$ cat src/rtl/pipeline_pkg.sv
// Shared pipeline types for the scalar writeback path.
package pipeline_pkg;

  localparam int WB_NREQ = 3;

  typedef logic [4:0]  regbits_t;
  typedef logic [31:0] word_t;

  typedef struct packed {
    regbits_t rd;
    word_t    data;
  } wb_req_t;

endpackage

$ cat src/rtl/rr_arbiter.sv
// One-hot grant selection over a request vector, searching upward from ptr.
// Build option: define WB_FIXED_PRIO_EN to ignore ptr and give index 0 the
// highest priority.
module rr_arbiter #(
  parameter int N  = 3,
  parameter int PW = (N > 1) ? $clog2(N) : 1
) (
  input  logic [N-1:0]  req,
  input  logic [PW-1:0] ptr,
  output logic [N-1:0]  grant
);

  int   base;
  int   idx;
  logic found;

`ifdef WB_FIXED_PRIO_EN
  logic unused_ptr;
  assign unused_ptr = ^ptr;
`endif

  // First requester found walking from base, wrapping modulo N.
  always_comb begin
    grant = '0;
    found = 1'b0;
    idx   = 0;
`ifdef WB_FIXED_PRIO_EN
    base  = 0;
`else
    base  = int'(ptr);
`endif
    for (int off = 0; off < N; off++) begin
      idx = (base + off) % N;
      if (!found && req[idx]) begin
        grant[idx] = 1'b1;
        found      = 1'b1;
      end
    end
  end

endmodule

$ cat src/rtl/wb_arbiter.sv
// Scalar writeback arbiter: one 1-entry buffer per requester, one register
// file write per cycle, round-robin among full buffers.
// Build option: WB_FIXED_PRIO_EN selects fixed priority (index 0 highest).
// Handshake: a request transfers on the rising edge where req_valid[i] and
// req_ready[i] are both high and flush is low; req_ready does not depend on
// req_valid. A transfer with rd==0 is accepted and silently discarded.
module wb_arbiter
  import pipeline_pkg::*;
#(
  parameter int NREQ = WB_NREQ
) (
  input  logic                      CLK,
  input  logic                      nRST,
  input  logic [NREQ-1:0]           req_valid,
  output logic [NREQ-1:0]           req_ready,
  input  regbits_t [NREQ-1:0]       req_rd,
  input  word_t [NREQ-1:0]          req_data,
  input  logic                      wb_stall,
  input  logic                      flush,
  output logic                      wb_en,
  output regbits_t                  wb_rd,
  output word_t                     wb_data,
  output logic [$clog2(NREQ)-1:0]   wb_src
);

  localparam int SW = $clog2(NREQ);

  logic [NREQ-1:0] buf_valid;
  wb_req_t         buf_q [NREQ];
  logic [NREQ-1:0] arb_req;
  logic [NREQ-1:0] grant;
  logic [NREQ-1:0] accept;
  logic [SW-1:0]   rr_ptr;
  logic [SW-1:0]   gidx;
  logic [SW-1:0]   ptr_next;
  wb_req_t         sel;
  logic            any_grant;

  // Nothing is granted while the register file stalls or a flush is pending.
  assign arb_req   = buf_valid & {NREQ{!wb_stall && !flush}};
  assign any_grant = |grant;
  assign req_ready = ~buf_valid | grant;
  assign ptr_next  = (gidx == SW'(NREQ - 1)) ? '0 : gidx + 1'b1;

  rr_arbiter #(.N(NREQ), .PW(SW)) u_rr_arbiter (
    .req   (arb_req),
    .ptr   (rr_ptr),
    .grant (grant)
  );

  // Transfers that actually fill a buffer (rd==0 writes are dropped here).
  always_comb begin
    accept = '0;
    for (int i = 0; i < NREQ; i++) begin
      accept[i] = req_valid[i] && req_ready[i] && !flush && (req_rd[i] != '0);
    end
  end

  // Encode the one-hot grant and mux out the granted buffer.
  always_comb begin
    gidx = '0;
    sel  = buf_q[0];
    for (int i = 0; i < NREQ; i++) begin
      if (grant[i]) begin
        gidx = SW'(i);
        sel  = buf_q[i];
      end
    end
  end

  // Buffer fill/drain; a granted buffer may refill on the same edge.
  always_ff @(posedge CLK or negedge nRST) begin
    if (!nRST) begin
      buf_valid <= '0;
      for (int i = 0; i < NREQ; i++) buf_q[i] <= '0;
    end else if (flush) begin
      buf_valid <= '0;
    end else begin
      for (int i = 0; i < NREQ; i++) begin
        if (accept[i]) begin
          buf_valid[i] <= 1'b1;
          buf_q[i]     <= '{rd: req_rd[i], data: req_data[i]};
        end else if (grant[i]) begin
          buf_valid[i] <= 1'b0;
        end
      end
    end
  end

  // Registered write port and rotation pointer; outputs hold when idle.
  always_ff @(posedge CLK or negedge nRST) begin
    if (!nRST) begin
      wb_en   <= 1'b0;
      wb_rd   <= '0;
      wb_data <= '0;
      wb_src  <= '0;
      rr_ptr  <= '0;
    end else begin
      wb_en <= any_grant;
      if (any_grant) begin
        wb_rd   <= sel.rd;
        wb_data <= sel.data;
        wb_src  <= gidx;
`ifdef WB_FIXED_PRIO_EN
        rr_ptr  <= '0;
`else
        rr_ptr  <= ptr_next;
`endif
      end
    end
  end

endmodule

$ cat config.mk
export PLATFORM = sky130hd
export DESIGN_NAME = wb_arbiter
export DESIGN_NICKNAME = d
export VERILOG_FILES = /design/src/rtl/pipeline_pkg.sv /design/src/rtl/rr_arbiter.sv /design/src/rtl/wb_arbiter.sv
export SDC_FILE = /design/constraint.sdc
export NUM_CORES = 1
export LEC_CHECK = 0
export BUFFER_PORTS_ARGS = -buffer_cell sky130_fd_sc_hd__buf_2
export CAP_MARGIN = 0
export CORE_MARGIN = 1
export CORE_UTILIZATION = 54
export DETAILED_ROUTE_END_ITERATION = 6
export GPL_TIMING_DRIVEN = 0
export PLACE_DENSITY_LB_ADDON = 0.2
export SLEW_MARGIN = 20
export SYNTH_ARGS = -nofsm -noshare
export SYNTH_HDL_FRONTEND = slang
export SYNTH_HIERARCHICAL = 1
export SYNTH_SLANG_ARGS = --single-unit
$ cat constraint.sdc
create_clock -name CLK -period 3.27 [get_ports CLK]
set_input_delay 0.327 -clock CLK [delete_from_list [all_inputs] [get_ports CLK]]
set_output_delay 0.327 -clock CLK [all_outputs]
set_load 0.02 [all_outputs]
==> results.yml <==
clocking:
  clock_sinks: 155
  cts.path.max_buffers: 2
  clockRootBuffer: "clkbuf_16"
  cts_tree: "done"
  clk_pin_slew_ns: 0.07
  clkLatencyLatePin_ns: 0.42
  cts_buffers: 17
  htree_levels: 4
  post_cts_buffers: 0
sta:
  post-route-period-util: 0.965
  timing.final.crit_period_ns: 3.16
  tightestPinTransition_ns: 0.649
  finClkSkew_ns: 0.0144
  slew_headroom: 0.567
  fmax_mhz: 317
  hold_viol: 0
  rsz0062_at_grt: "true"
  finalSetupViolations: 0
  setup_tns_ns: 0
  slew_violations: 0
die:
  die_w_um: 117
  ios: 161
  fp.dieArea_um2: 13700
  core_um2: 12800
  fp-row-count: 41
  start_util: 0.559
  die_y_um: 117
worst_setup_path:
  r2r_setup_slack_ns: 0.11
  critPathRequiredTime_ns: 3.61
  crit_top_cell: "inv_1"
  path_delay_family: "buffers and inverters"
  r2r_start: "rr_ptr[0]"
  cp_max_fo: 11
  startpoint_type: "flop"
  crit_slowest_cell: "clkbuf_1"
  path_cells: "inv_1 > ha_1 > buf_4 > and4bb_2 > a311o_1 > a32oi_1 > o21ai_1 > inv_1 > clkbuf_1 > o31ai_1 > a21oi_1"
  worstRegToRegCells: 11
  path_buf_inv: 4
  crit_arrival_ns: 3.49
  path_class: "flop to flop"
  worst_setup_path_end_kind: "flop"
  timing.rr.end: "wb_data[7]"
  max_stage_delay_ns: 0.44
logic_synthesis:
  synth_edf_count: 0
  synthFlopType: "dfrtp_1"
  synth_nets: 643
  synthArstFlopShare: 1.00
  ys.warnings.count: 6
  ys_types: 40
  synth_top_area_share: 0.543
  synth_largest_area_cell: "dfrtp_1"
  syn_inst: 521
  synth.top_cells.by_area: "dfrtp_1 54%, mux2_4 19%, o31ai_1 3.8%"
  synth_area_um2: 7140
  ys_ff_latch: 155
  syn_area_per_cell_um2: 13.7
  ys_seq_area_frac: 0.543
cells_and_area:
  antenna_cells: 0
  drive_gt1_frac: 0.459
  finish.utilization: 0.690
  areaGrowthSynthToFinish_pct: 23.5
  final_common_cell: "buf_2"
  finalInstanceArea_um2: 8820
  final_cell_mix: "163 x buf_2, 155 x dfrtp_1, 90 x mux2_4"
  fin_nets: 823
place:
  place.port_buffers: 160
  dp_hpwl_um: 12200
  placed_area_um2: 8190
  gp_congestion: 0.775
detailed_routing:
  wl_um: 17600
  drt_iter0_markers: 326
  ant_nets: 0
  dr.pass1.iters: 5
  via_per_inst: 5.59
  drc: 0
  num_vias: 4943
  wire_per_inst_um: 19.8
min_path:
  whs_endpoint: "buf_q[94]"
  hold_start: "req_data[20]"
  min_path_cells: 2
  hold_path.class: "input port to flop"
global_routing:
  gr-total-overflow: 0
  grtUsageTotal: 0.272
  grt_max_degree: 84
  grt_antenna_before_repair: 1
  grt_pass1_wl_um: 27200
  first_global_vias: 5267
pwr:
  leakagePower_uw: 0.00402
  power.density_nw_per_um2: 924
  post-layout-total-power_uw: 8140
  irDropWorstVdd_uv: 479
flow_run:
  drv_cap: 0
outcome:
  status: "completed"
-- synthesized netlist by cell type, drive strengths merged, types with 2 or more instances --
cell type	instances
a21oi	39
a22o	15
and2	6
and2b	2
buf	19
clkbuf	17
dfrtp	155
ha	4
inv	6
mux2	96
mux2i	3
nand2	3
nand2b	40
nand3b	2
nor2	4
nor2b	4
o211a	3
o211ai	3
o21ai	8
o221ai	2
o22ai	38
o31ai	36
or2	3
or2b	2
or3	4
-- per-stage QoR --
| stage | std cells | worst slack (ns) | hold slack, ns |
|---|---|---|---|
| floorplan | 521 | 0.464 | 0.0314 |
| global placement | 853 | -0.266 | 0.478 |
| detailed placement | 854 | -0.225 | 0.318 |
| CTS | 885 | 0.0196 | 0.122 |
| global route | 885 | -0.0169 | 0.115 |
| finish | 885 | 0.115 | 0.131 |
-- area by class of cell --
type / count / area (um2)
repair buffers: 162 / 848
fillers: 962 / 3960
inverters: 6 / 22.5
plain buffers: 35 / 273
multi-input cells: 324 / 3000
well taps: 172 / 215
flip-flops and latches: 155 / 3880
clock buffers: 17 / 425
clock inverters: 14 / 155
-- layer usage --
layer  track usage  wire, um
met5             0        10
met4        0.0979       238
met3        0.0716       973
met2         0.454      8660
met1         0.344      7690
-- flip-flops by register name, summed over array words and instances, names as in the netlist --
| signal | count |
|---|---|
| wb_src | 2 |
| wb_data | 32 |
| wb_en | 1 |
| wb_rd | 5 |
| buf_q | 111 |
| buf_valid | 3 |
| rr_ptr | 1 |
-- how the worst max path moves through the flow --
stage,start,end,depth (start not counted)
after global placement,nRST,buf_q[53],1
after detailed placement,flush,wb_data[16],12
final,rr_ptr[0],wb_data[7],11
after CTS,rr_ptr[0],wb_data[7],12
after global routing,rr_ptr[0],wb_data[27],12
after floorplan,wb_src[0],buf_q[10],11
-- power by group --
part / internal, uW / total (uW) / switching, uW
clock: 1180 / 1960 / 781
combinational: 1430 / 3060 / 1630
sequential: 2670 / 3120 / 445
-- timing repair --
| action | CTS | global route |
|---|---|---|
| setup endpoints to repair | 38 | 95 |
| endpoints found under the hold margin | 72 | 0 |
| resized for setup | 5 | 9 |
| pin swaps | 0 | 2 |
| hold buffers | 1 | 0 |
-- cells by family after synthesis --
| group | share of synthesized area |
|---|---|
| multiplexers | 0.203 |
| adder cells (fa/ha/maj) | 0.00701 |
| buffers and inverters | 0.0405 |
| AO/OA/AOI/OAI | 0.141 |
| AND/OR/NAND/NOR | 0.0655 |
| flip-flops | 0.543 |
(Power assumes the default switching activity.)
